===== src/rtl/reg_writeback_scoreboard_pkg.sv =====
// Shared sizing constants and register-address helpers for the write-back scoreboard.
// Only addresses 1..NREGS-1 are ever tracked as busy.
package reg_writeback_scoreboard_pkg;

    localparam int XLEN       = 32;
    localparam int NREGS      = 16;
    localparam int MAX_LD     = 4;
    localparam int REG_ADDR_W = 5;
    localparam int REG_IDX_W  = $clog2(NREGS);
    localparam int LD_CNT_W   = $clog2(MAX_LD + 1);

    localparam logic [REG_ADDR_W-1:0] X0         = '0;
    localparam logic [REG_ADDR_W-1:0] NREGS_ADDR = REG_ADDR_W'(NREGS);
    localparam logic [LD_CNT_W-1:0]   LD_CNT_MAX = LD_CNT_W'(MAX_LD);

    function automatic logic in_range(input logic [REG_ADDR_W-1:0] addr);
        return addr < NREGS_ADDR;
    endfunction

    function automatic logic reg_busy(input logic [NREGS-1:0]      busy,
                                      input logic [REG_ADDR_W-1:0] addr);
        return in_range(addr) && busy[addr[REG_IDX_W-1:0]];
    endfunction

    // One-hot busy mask for a destination; zero for x0 and unimplemented registers.
    function automatic logic [NREGS-1:0] reg_onehot(input logic [REG_ADDR_W-1:0] addr);
        logic [NREGS-1:0] v;
        v = '0;
        if (in_range(addr) && addr != X0) begin
            v[addr[REG_IDX_W-1:0]] = 1'b1;
        end
        return v;
    endfunction

endpackage


===== src/rtl/reg_writeback_scoreboard_wb_arbiter.sv =====
// Fixed-priority select between the ALU result (never stalls) and the load result.
// The load side is only acknowledged when the ALU is silent.
module wb_arbiter
    import reg_writeback_scoreboard_pkg::*;
(
    input  logic                  i_alu_valid,
    input  logic [REG_ADDR_W-1:0] i_alu_rd,
    input  logic [XLEN-1:0]       i_alu_data,
    input  logic                  i_ld_valid,
    input  logic [REG_ADDR_W-1:0] i_ld_rd,
    input  logic [XLEN-1:0]       i_ld_data,
    output logic                  o_sel_valid,
    output logic [REG_ADDR_W-1:0] o_sel_rd,
    output logic [XLEN-1:0]       o_sel_data,
    output logic                  o_ld_ready
);

    assign o_ld_ready  = !i_alu_valid;
    assign o_sel_valid = i_alu_valid || i_ld_valid;
    assign o_sel_rd    = i_alu_valid ? i_alu_rd   : i_ld_rd;
    assign o_sel_data  = i_alu_valid ? i_alu_data : i_ld_data;

endmodule


===== src/rtl/reg_writeback_scoreboard.sv =====
// Register write-back scoreboard: tracks busy destinations and outstanding loads,
// stalls hazardous issue, and drives the registered regfile write port.
module reg_writeback_scoreboard
    import reg_writeback_scoreboard_pkg::*;
(
    input  logic                  CLK,
    input  logic                  reset,
    input  logic                  issue_valid,
    output logic                  issue_ready,
    input  logic [REG_ADDR_W-1:0] issue_rs1,
    input  logic [REG_ADDR_W-1:0] issue_rs2,
    input  logic                  issue_use_rs1,
    input  logic                  issue_use_rs2,
    input  logic [REG_ADDR_W-1:0] issue_rd,
    input  logic                  issue_wr_rd,
    input  logic                  issue_is_load,
    input  logic                  alu_valid,
    input  logic [REG_ADDR_W-1:0] alu_rd,
    input  logic [XLEN-1:0]       alu_data,
    input  logic                  ld_valid,
    output logic                  ld_ready,
    input  logic [REG_ADDR_W-1:0] ld_rd,
    input  logic [XLEN-1:0]       ld_data,
    output logic                  WE3,
    output logic [REG_ADDR_W-1:0] A3,
    output logic [XLEN-1:0]       WD3,
    output logic [NREGS-1:0]      busy_vec,
    output logic                  idle
);

    logic [NREGS-1:0]      r_busy;
    logic [LD_CNT_W-1:0]   r_ld_cnt;
    logic                  r_we3;
    logic [REG_ADDR_W-1:0] r_a3;
    logic [XLEN-1:0]       r_wd3;

    logic                  w_sel_valid;
    logic [REG_ADDR_W-1:0] w_sel_rd;
    logic [XLEN-1:0]       w_sel_data;
    logic                  w_hazard;
    logic                  w_issue_fire;
    logic                  w_ld_issue;
    logic                  w_ld_hs;
    logic [NREGS-1:0]      w_busy_set;
    logic [NREGS-1:0]      w_busy_clr;

    wb_arbiter u_wb_arbiter (
        .i_alu_valid (alu_valid),
        .i_alu_rd    (alu_rd),
        .i_alu_data  (alu_data),
        .i_ld_valid  (ld_valid),
        .i_ld_rd     (ld_rd),
        .i_ld_data   (ld_data),
        .o_sel_valid (w_sel_valid),
        .o_sel_rd    (w_sel_rd),
        .o_sel_data  (w_sel_data),
        .o_ld_ready  (ld_ready)
    );

    // Hazards look only at pre-edge busy state, so a same-cycle clear still stalls.
    always_comb begin
        // NOTE: default first so every path assigns w_hazard and no latch is inferred.
        w_hazard = 1'b0;
        if (issue_use_rs1 && reg_busy(r_busy, issue_rs1))                  w_hazard = 1'b1;
        if (issue_use_rs2 && reg_busy(r_busy, issue_rs2))                  w_hazard = 1'b1;
        if (issue_wr_rd && issue_rd != X0 && reg_busy(r_busy, issue_rd))   w_hazard = 1'b1;
        if (issue_is_load && r_ld_cnt == LD_CNT_MAX)                       w_hazard = 1'b1;
    end

    assign issue_ready  = !w_hazard;
    assign w_issue_fire = issue_valid && !w_hazard;
    assign w_ld_issue   = w_issue_fire && issue_is_load;
    assign w_ld_hs      = ld_valid && ld_ready;
    assign w_busy_set   = (w_issue_fire && issue_wr_rd) ? reg_onehot(issue_rd) : '0;
    assign w_busy_clr   = w_sel_valid ? reg_onehot(w_sel_rd) : '0;

    always_ff @(posedge CLK or posedge reset) begin
        if (reset) begin
            r_busy   <= '0;
            r_ld_cnt <= '0;
            r_we3    <= 1'b0;
            r_a3     <= '0;
            r_wd3    <= '0;
        end else begin
            // NOTE: non-blocking so every register here samples the same pre-edge values.
            r_busy <= (r_busy & ~w_busy_clr) | w_busy_set;
            if (w_ld_issue && !w_ld_hs) begin
                r_ld_cnt <= r_ld_cnt + LD_CNT_W'(1);
            end else if (!w_ld_issue && w_ld_hs) begin
                r_ld_cnt <= r_ld_cnt - LD_CNT_W'(1);
            end
            r_we3 <= w_sel_valid;
            if (w_sel_valid) begin
                r_a3  <= w_sel_rd;
                r_wd3 <= w_sel_data;
            end
        end
    end

    assign WE3      = r_we3;
    assign A3       = r_a3;
    assign WD3      = r_wd3;
    assign busy_vec = r_busy;
    assign idle     = (r_busy == '0) && (r_ld_cnt == '0) && !r_we3;

    a_ld_underflow: assert property (@(posedge CLK) disable iff (reset)
        !(w_ld_hs && r_ld_cnt == '0))
        else $error("load handshake with no outstanding load");

    a_spurious_completion: assert property (@(posedge CLK) disable iff (reset)
        !(w_sel_valid && ((w_busy_clr & ~r_busy) != '0)))
        else $warning("completion to a register that is not busy");

endmodule


===== config.mk =====
export PLATFORM = sky130hd
export DESIGN_NAME = reg_writeback_scoreboard
export DESIGN_NICKNAME = d
export VERILOG_FILES = /design/src/rtl/reg_writeback_scoreboard_pkg.sv /design/src/rtl/reg_writeback_scoreboard_wb_arbiter.sv /design/src/rtl/reg_writeback_scoreboard.sv
export SDC_FILE = /design/constraint.sdc
export NUM_CORES = 1
export LEC_CHECK = 0
export CAP_MARGIN = 20
export CORE_UTILIZATION = 42
export CTS_CLUSTER_SIZE = 8
export DETAILED_ROUTE_END_ITERATION = 16
export DONT_BUFFER_PORTS = 1
export PLACE_DENSITY_LB_ADDON = 0.1
export SYNTH_ARGS = -nofsm -noshare
export SYNTH_HDL_FRONTEND = slang
export SYNTH_HIERARCHICAL = 1
export SYNTH_SLANG_ARGS = --single-unit

===== constraint.sdc =====
create_clock -name CLK -period 7.3 [get_ports CLK]
set_input_delay 1.46 -clock CLK [delete_from_list [all_inputs] [get_ports CLK]]
set_output_delay 1.46 -clock CLK [all_outputs]
set_load 0.1 [all_outputs]

-- Yosys cells after proc, flatten, opt, wreduce, memory -nomap -nowiden
Cells that the tools add are included.
- register bits after elaboration: 57
- word-level logic and storage cells: 74
- output and inout bits: 57
- reduce and logical (&&, ||, !) cells: 31
- add/sub/neg operators: 2
- order comparisons: 10
- equality and inequality tests: 1
- bitwise operators: 3
- mux-type cells: 22
- operators with widths (kind ; count):
    $mux W16 ; 4
    $mux W32 ; 1
    $logic_and A1 B1 Y1 ; 20
    $lt A4 B5 Y1 const B ; 4
    $lt A5 B5 Y1 const B ; 4
    $and A16 B16 Y16 ; 1
    $logic_not A16 Y1 ; 1
    $not A16 Y16 ; 1
    $or A16 B16 Y16 ; 1
    $bmux W1 S4 ; 3
    $reduce_bool A5 Y1 ; 2
    $mux W1 ; 9
    $demux W1 S4 ; 2
    $ge A4 B1 Y1 const B ; 2
    $mux W3 ; 2
    $logic_not A1 Y1 ; 5
    $mux W5 ; 1
    $add A3 B1 Y3 const B ; 1
    $eq A3 B3 Y1 const B ; 1
    $logic_not A3 Y1 ; 1
    $sub A3 B1 Y3 const B ; 1
    $reduce_bool A2 Y1 ; 1
    $logic_or A1 B1 Y1 ; 1

-- Logic depth before layout (Yosys ltp)
Gate-level depths: netlist of the first run.
- depth after elaboration: 15
- gate-level depth with buffers: 14
- gate-level depth less buffers: 11

-- Modules after synthesis
Netlist of the first run, hierarchy kept.
- by module, submodules not included (module ; area each (µm²) ; times used ; sequential area each (µm²) ; cells each):
    reg_writeback_scoreboard ; 2976.6 ; 1 ; 1426.4 ; 245
    wb_arbiter ; 494.2 ; 1 ; 0.0 ; 43

-- Worst setup path before layout of the first run
OpenSTA, ideal clock, no wires.
- kind: input-to-output
- start point: input port issue_rs1[0]
- end point: output port issue_ready
- cell stages on the path: 6
- slack: 1843 ps
- required time: 5840 ps
- arrival time: 3997 ps
- cell sequence: buf_6 > mux4_1 > o2111ai_1 > nand4_2 > buf_6 > nor2_1
- word-level cells in the longest chain between the ends: 9
- elaborated cells on any way between the ends: 10
- those cells by class: 1 x order compare; 6 x mux; 3 x reduce/logical
- ends and longest elaborated chain (item ; line ; RTL):
    start: declaration ; reg_writeback_scoreboard.sv:10 ; input logic [REG_ADDR_W-1:0] issue_rs1,
    $bmux W1 S4 ; reg_writeback_scoreboard_pkg.sv:22 ; return in_range(addr) && busy[addr[REG_IDX_W-1:0]];
    $mux W1 (implied by the code) ; reg_writeback_scoreboard_pkg.sv:22 ;
    $logic_and A1 B1 Y1 (*) ; reg_writeback_scoreboard_pkg.sv:22 ;
    $logic_and A1 B1 Y1 (*) ; reg_writeback_scoreboard.sv:64 ; if (issue_use_rs1 && reg_busy(r_busy, issue_rs1)) w_hazard = 1'b1;
    $mux W1 (*) ; reg_writeback_scoreboard.sv:64 ;
    $mux W1 (*) ; reg_writeback_scoreboard.sv:65 ; if (issue_use_rs2 && reg_busy(r_busy, issue_rs2)) w_hazard = 1'b1;
    $mux W1 (*) ; reg_writeback_scoreboard.sv:66 ; if (issue_wr_rd && issue_rd != X0 && reg_busy(r_busy, issue_rd)) w_hazard = 1'b1;
    $mux W1 (*) ; reg_writeback_scoreboard.sv:67 ; if (issue_is_load && r_ld_cnt == LD_CNT_MAX) w_hazard = 1'b1;
    $logic_not A1 Y1 (*) ; reg_writeback_scoreboard.sv:70 ; assign issue_ready = !w_hazard;
    end: declaration ; reg_writeback_scoreboard.sv:9 ; output logic issue_ready,
Every way passes the cells marked *; elsewhere a longest branch is shown, timed or not. The select of a mux whose other input is x is not followed.

-- Final worst setup path of the first run
- start point: input port issue_rs2[0]
- end point: output port issue_ready
- word-level cells in the longest chain between the ends: 8
- elaborated cells on any way between the ends: 9
- those cells by class: 1 x order compare; 5 x mux; 3 x reduce/logical
- ends and longest elaborated chain (item ; line ; RTL):
    start: declaration ; reg_writeback_scoreboard.sv:11 ; input logic [REG_ADDR_W-1:0] issue_rs2,
    $bmux W1 S4 ; reg_writeback_scoreboard_pkg.sv:22 ;
    $mux W1 (implied by the code) ; reg_writeback_scoreboard_pkg.sv:22 ;
    $logic_and A1 B1 Y1 (*) ; reg_writeback_scoreboard_pkg.sv:22 ;
    $logic_and A1 B1 Y1 (*) ; reg_writeback_scoreboard.sv:65 ;
    $mux W1 (*) ; reg_writeback_scoreboard.sv:65 ;
    $mux W1 (*) ; reg_writeback_scoreboard.sv:66 ;
    $mux W1 (*) ; reg_writeback_scoreboard.sv:67 ;
    $logic_not A1 Y1 (*) ; reg_writeback_scoreboard.sv:70 ;
Marked as above.

==> flow_metrics.py, run 1 <==
metrics = {
    "timing": {
        "relSlewSlack_pct": 27.47,
        "maxSlewViolCount": 0,
        "min_period_ns": 5.297,
        "worst_pin_slew_ns": 1.087,
        "rsz0062_at_grt": "no",
        "final_hold_viol_count": 0,
        "clock.fmax_mhz": 188.8,
        "hold_slack_ns": 0.5409,
        "skew_ns": 0.01095,
        "final.setup.tns_ns": 0,
        "setup-violations-final": 0,
        "setup_slack_ns": 2.003,
        "post-route-period-util_pct": 72.57,
    },
    "cts": {
        "cts_tree": "built",
        "cts_setup_buffers": 0,
        "cts_buffer_depth": 2,
        "hold_buffers": 0,
        "ctsResizeCount": 0,
        "htree_levels": 3,
        "clock-sinks": 57,
        "cts_buffers": 9,
        "cts.reportedPaths.clkPinSlew_ns": 0.07,
        "clk_latency_ns": 0.33,
        "cts_root_buf": "clkbuf_8",
    },
    "power": {
        "powerDensity_nw_per_um2": 330.2,
        "p_total_mw": 1.246,
        "p_leak_nw": 1.545,
        "vdd_drop_max_mv": 0.1383,
    },
    "grt": {
        "grt_max_degree": 58,
        "grt-ovfl-total": 0,
        "grt_pass1_wl_um": 12430,
        "grt_util_met3_pct": 4.762,
        "top_usage_layer": "met2",
        "use_met1_pct": 23.32,
        "grtUsageTotal_pct": 18.89,
        "antenna_found_initial": 0,
        "grt_pass1_vias": 2327,
        "grtUsageMet2_pct": 31.56,
    },
    "drt": {
        "ant_nets": 0,
        "first_pass_iters": 4,
        "vias_per_cell": 5.952,
        "wirelength_um": 7964,
        "drc": 0,
        "detail_route.iter0.violations": 103,
        "num_vias": 2363,
        "avgRoutedWirePerCell_um": 20.06,
    },
    "cells_and_area": {
        "design_area_um2": 3775,
        "final_core_util_pct": 48.10,
        "final_common_cell": "mux2_2",
        "syn2layout_area_growth_pct": 8.760,
        "finalNetCount": 390,
        "antenna_cells": 0,
        "drive_gt1_share_pct": 40.00,
        "layout_common_cells": "67 x mux2_2, 57 x dfrtp_1, 16 x o21ai_0, 15 x mux2i_1, 12 x clkbuf_8",
        "final_cells": 397,
    },
    "floorplan": {
        "core_um2": 7848,
        "die_area_um2": 8631,
        "ios": 155,
        "initial_core_util_pct": 44.23,
        "die_w_um": 92.91,
        "num_rows": 32,
        "die_h_um": 92.91,
    },
    "setup_path": {
        "r2r_start": "busy_vec[11]$_DFF_PP0_",
        "start_kind": "input port",
        "path_class": "in2out",
        "arrival_ns": 3.84,
        "r2r_end": "r_ld_cnt[2]$_DFFE_PP0P_",
        "crit_fanout": 17,
        "end_kind": "output pin",
        "critPathRequiredTime_ns": 5.84,
        "rrSetupSlack_ns": 3.50,
        "worst-r2r-cell-count": 10,
    },
    "synth": {
        "syn_inst": 288,
        "synth_area_um2": 3471,
        "ys_ff_latch": 57,
        "ys_seq_area_share_pct": 41.10,
        "synthDistinctLibCells": 38,
        "avgSynthCellArea_um2": 12.05,
        "yosys_warnings": 6,
        "syn_nets": 388,
    },
    "place": {
        "dp_hpwl_um": 5740,
        "pre_cts_ws_ns": 2.016,
        "place_area_um2": 3560,
        "port_buffers": 0,
        "dp.cells": 381,
        "gp_congestion": 0.8048,
    },
    "hold_path": {
        "whs_endpoint": "r_ld_cnt[2]$_DFFE_PP0P_",
        "hold_start": "r_ld_cnt[2]$_DFFE_PP0P_",
        "hold_path_class": "reg2reg",
        "whs_path_depth": 1,
    },
    "run": {
        "maxCapViolCount": 0,
    },
    "outcome": {
        "status": "finished, final reports clean",
    },
}
worst max-delay path: stages:
cell and delay (ns):
mux4_1 0.52, o2111ai_1 0.24, nand4_2 0.55, nor2_2 1.06
cell type report:
| type | instances | area [µm²] |
|---|---|---|
| multi-input combinational | 206 | 1912 |
| tap | 102 | 127.6 |
| clock buffer | 12 | 165.2 |
| clock inverter | 4 | 50.05 |
| inverter | 7 | 26.28 |
| sequential | 57 | 1426 |
| timing repair buffer | 9 | 67.56 |
| fill | 733 | 4073 |
per-layer routing:
metal | wire [µm] | share of wire (%) | vias to the layer above
li1 | - | - | 1089
met1 | 3286 | 41 | 1160
met2 | 4033 | 51 | 105
met3 | 559 | 7.0 | 9
met4 | 85 | 1.1 | 0
met5 | 0 | 0 | -
power by group:
| group | total (mW) | switching, mW | internal (mW) |
|---|---|---|---|
| sequential | 0.652 | 0.294 | 0.359 |
| clock | 0.314 | 0.129 | 0.185 |
| combinational | 0.280 | 0.175 | 0.105 |
kinds of logic after synthesis:
| kind of cell | count (synthesis) | share of synthesized area, % |
|---|---|---|
| DFF | 57 | 41.10 |
| and+or+nand+nor | 64 | 10.89 |
| adders and majority gates | 2 | 0.9372 |
| AOI/OAI and AO/OA | 43 | 9.697 |
| buffers and inverters | 25 | 4.181 |
| xor gates and xnor gates | 3 | 0.7572 |
| muxes | 94 | 32.44 |
sequential cells by signal, indices dropped and copies added, names as in the netlist:
| register | count |
|---|---|
| busy_vec | 16 |
| WE3 | 1 |
| r_ld_cnt | 3 |
| A3 | 5 |
| WD3 | 32 |
how the worst max path moves through the flow:
stage	start	endpoint	slack, ns	cells after the start
global route	issue_rs2[0]	issue_ready	1.92	4
floorplan	issue_rs1[0]	issue_ready	1.84	6
global placement	issue_rs2[0]	issue_ready	2.04	4
finish	issue_rs2[0]	issue_ready	2.00	4
CTS	issue_rs2[0]	issue_ready	2.01	4
detailed placement	issue_rs2[0]	issue_ready	2.02	4
Yosys cell counts:
| cell | n | area [µm²] |
|---|---|---|
| a21oi_1 | 1 | 5.000 |
| a221oi_1 | 1 | 8.760 |
| a22oi_1 | 5 | 37.54 |
| buf_1 | 4 | 15.01 |
| buf_2 | 2 | 10.01 |
| buf_4 | 3 | 22.52 |
| buf_6 | 5 | 56.30 |
| clkbuf_1 | 4 | 15.01 |
| dfrtp_1 | 57 | 1426 |
| fa_1 | 1 | 20.02 |
| ha_1 | 1 | 12.51 |
| inv_1 | 7 | 26.28 |
| mux2_2 | 67 | 754.5 |
| mux2_4 | 8 | 120.1 |
| mux2i_1 | 15 | 150.1 |
| mux4_1 | 3 | 78.83 |
| mux4_2 | 1 | 22.52 |
| nand2_1 | 9 | 33.78 |
| nand2b_1 | 4 | 25.02 |
| nand3_1 | 6 | 30.03 |
| nand3b_1 | 5 | 37.54 |
| nand4_2 | 1 | 12.51 |
| nor2_1 | 7 | 26.28 |
| nor2b_1 | 6 | 37.54 |
| nor3_1 | 2 | 10.01 |
| nor4_1 | 5 | 31.28 |
| o2111ai_1 | 4 | 35.03 |
| o21ai_0 | 16 | 80.08 |
| o311ai_1 | 1 | 8.760 |
| o31ai_1 | 7 | 52.55 |
| o31ai_2 | 7 | 87.58 |
| o31ai_4 | 1 | 21.27 |
| or2_1 | 1 | 6.260 |
| or3_1 | 9 | 56.30 |
| or3b_2 | 3 | 26.28 |
| or4_1 | 6 | 45.04 |
| xnor2_1 | 1 | 8.760 |
| xor2_1 | 2 | 17.52 |
Power figures use the tool's default switching activity.
==> run 2, diff against run 1 <==
==> constraint.sdc (replaced) <==
create_clock -name CLK -period 4.6 [get_ports CLK]
set_input_delay 0.92 -clock CLK [delete_from_list [all_inputs] [get_ports CLK]]
set_output_delay 0.92 -clock CLK [all_outputs]
set_load 0.1 [all_outputs]
==> flow_metrics.py, run 2 (synthesis results as in run 1) <==
metrics = {
    "floorplan": {
        "core_um2": 7848,
        "die_h_um": 92.91,
        "num_rows": 32,
        "die_area_um2": 8631,
        "ios": 155,
        "die_w_um": 92.91,
        "initial_core_util_pct": 44.23,
    },
    "timing": {
        "setup-violations-final": 0,
        "post-route-period-util_pct": 79.18,
        "worst_pin_slew_ns": 1.106,
        "min_period_ns": 3.642,
        "clock.fmax_mhz": 274.6,
        "final_hold_viol_count": 0,
        "setup_slack_ns": 0.9577,
        "final.setup.tns_ns": 0,
        "relSlewSlack_pct": 26.26,
        "maxSlewViolCount": 0,
        "skew_ns": 0.01028,
        "rsz0062_at_grt": "no",
        "hold_slack_ns": 0.5108,
    },
    "cells_and_area": {
        "layout.area.seq_um2": 1426,
        "finalNetCount": 397,
        "syn2layout_area_growth_pct": 9.445,
        "multiInputGateArea_um2": 1912,
        "drive_gt1_share_pct": 41.06,
        "layout_common_cells": "67 x mux2_2, 57 x dfrtp_1, 16 x o21ai_0, 16 x buf_4, 15 x mux2i_1",
        "largest_reg_flops": 32,
        "final_common_cell": "mux2_2",
        "fillers": 736,
        "antenna_cells": 0,
    },
    "setup_path": {
        "worst-r2r-cell-count": 10,
        "arrival_ns": 2.72,
        "cp_num_buf_inv": 2,
        "critPathRequiredTime_ns": 3.68,
        "crit_start": "busy_vec[9]$_DFF_PP0_",
        "path_cells": "mux2i_1 > a21oi_1 > nand3_1 > o311ai_2 > buf_4 > nor2_2 > buf_4",
        "end_kind": "output pin",
        "cp_top_family": "flip-flops",
        "cp_common_cell": "buf_4",
        "cpPeakStageDelay_ns": 1.07,
        "r2r_end": "r_ld_cnt[1]$_DFFE_PP0P_",
        "r2r_start": "busy_vec[9]$_DFF_PP0_",
        "crit_fanout": 10,
        "path_class": "reg2out",
        "rrSetupSlack_ns": 1.34,
        "critPathSlowestCell": "dfrtp_1",
        "start_kind": "register",
    },
    "drt": {
        "wirelength_um": 7880,
        "detail_route.iter0.violations": 82,
        "vias_per_cell": 5.926,
        "first_pass_iters": 4,
        "num_vias": 2394,
        "avgRoutedWirePerCell_um": 19.50,
        "drc": 0,
        "ant_nets": 0,
    },
    "cts": {
        "cts_root_buf": "clkbuf_8",
        "cts_tree": "built",
        "cts_buffers": 9,
        "cts_setup_buffers": 0,
        "htree_levels": 3,
        "ctsResizeCount": 0,
        "hold_buffers": 0,
        "cts_buffer_depth": 2,
        "clk_latency_ns": 0.33,
        "cts.reportedPaths.clkPinSlew_ns": 0.07,
        "clock-sinks": 57,
    },
    "power": {
        "powerDensity_nw_per_um2": 509.2,
        "p_leak_nw": 1.576,
        "pwr-share-seq_pct": 50.4,
        "p_sw_share_pct": 48.42,
        "p_int_mw": 0.9978,
        "pwr-share-comb_pct": 26.9,
        "clkPwrFrac_pct": 22.7,
        "power.switching_mw": 0.9365,
        "vdd_drop_max_mv": 0.2290,
    },
    "grt": {
        "antenna_found_initial": 0,
        "grt_pass1_vias": 2404,
        "grtUsageTotal_pct": 18.95,
        "grt_pass1_wl_um": 12450,
        "grt_max_degree": 43,
        "grt-ovfl-total": 0,
    },
    "place": {
        "pre_cts_ws_ns": 1.108,
        "port_buffers": 0,
        "gp_congestion": 0.8120,
        "dp_hpwl_um": 5987,
    },
    "hold_path": {
        "hold_path_class": "in2async",
    },
    "run": {
        "maxCapViolCount": 0,
    },
    "outcome": {
        "status": "finished, final reports clean",
    },
}
run 2: area by class of cell:
type                       count  share of cell area, %
multi-input combinational    206                  50.33
sequential                    57                  37.55
clock buffer                  10                  3.360
tap                          102                  3.360
timing repair buffer          16                  3.162
clock inverter                 6                  1.548
inverter                       7                 0.6917
run 2: worst max-delay path by stage:
stage / to / slack [ns] / cells after the start
floorplan: issue_ready / 0.22 / 6
global placement: issue_ready / 1.11 / 7
detailed placement: r_ld_cnt[2]$_DFFE_PP0P_ / 1.11 / 10
CTS: issue_ready / 0.95 / 7
global route: issue_ready / 0.77 / 7
finish: issue_ready / 0.96 / 7
run 2: power by group through the flow:
stage,clock (mW),combinational (mW),sequential [mW]
after floorplan,0,0.275,1.12
after global placement,0,0.519,0.986
after detailed placement,0,0.523,0.987
after CTS,0.456,0.525,0.978
after global routing,0.482,0.556,0.987
final,0.439,0.520,0.976
run 2: per-stage QoR:
step	utilization (%)	std cells	total power, mW	cell area [µm²]
floorplan	-	288	1.394	3471
global placement	46.03	388	1.505	3612
finish	48.41	404	1.934	3799
global route	48.41	404	2.025	3799
detailed placement	46.03	388	1.511	3612
CTS	48.41	404	1.959	3799
run 2: worst reg2reg max path, cell delays in order (launching register included):
cell and delay (ns):
dfrtp_1 1.07, mux2i_1 0.17, a21oi_1 0.21, nand3_1 0.10, o311ai_2 0.24, buf_4 0.32
nor3_1 0.07, ha_1 0.23, inv_1 0.07, fa_1 0.40, mux2_2 0.26
run 2: per-layer routing:
| layer | up-vias | GRT usage (%) | wire, µm | part of all wire [%] |
|---|---|---|---|---|
| li1 | 1100 | - | - | - |
| met1 | 1173 | 23.42 | 3283 | 42 |
| met2 | 110 | 31.56 | 3981 | 51 |
| met3 | 11 | 5.911 | 510 | 6.5 |
| met4 | 0 | 5.769 | 106 | 1.3 |
| met5 | - | 0 | 0 | 0 |
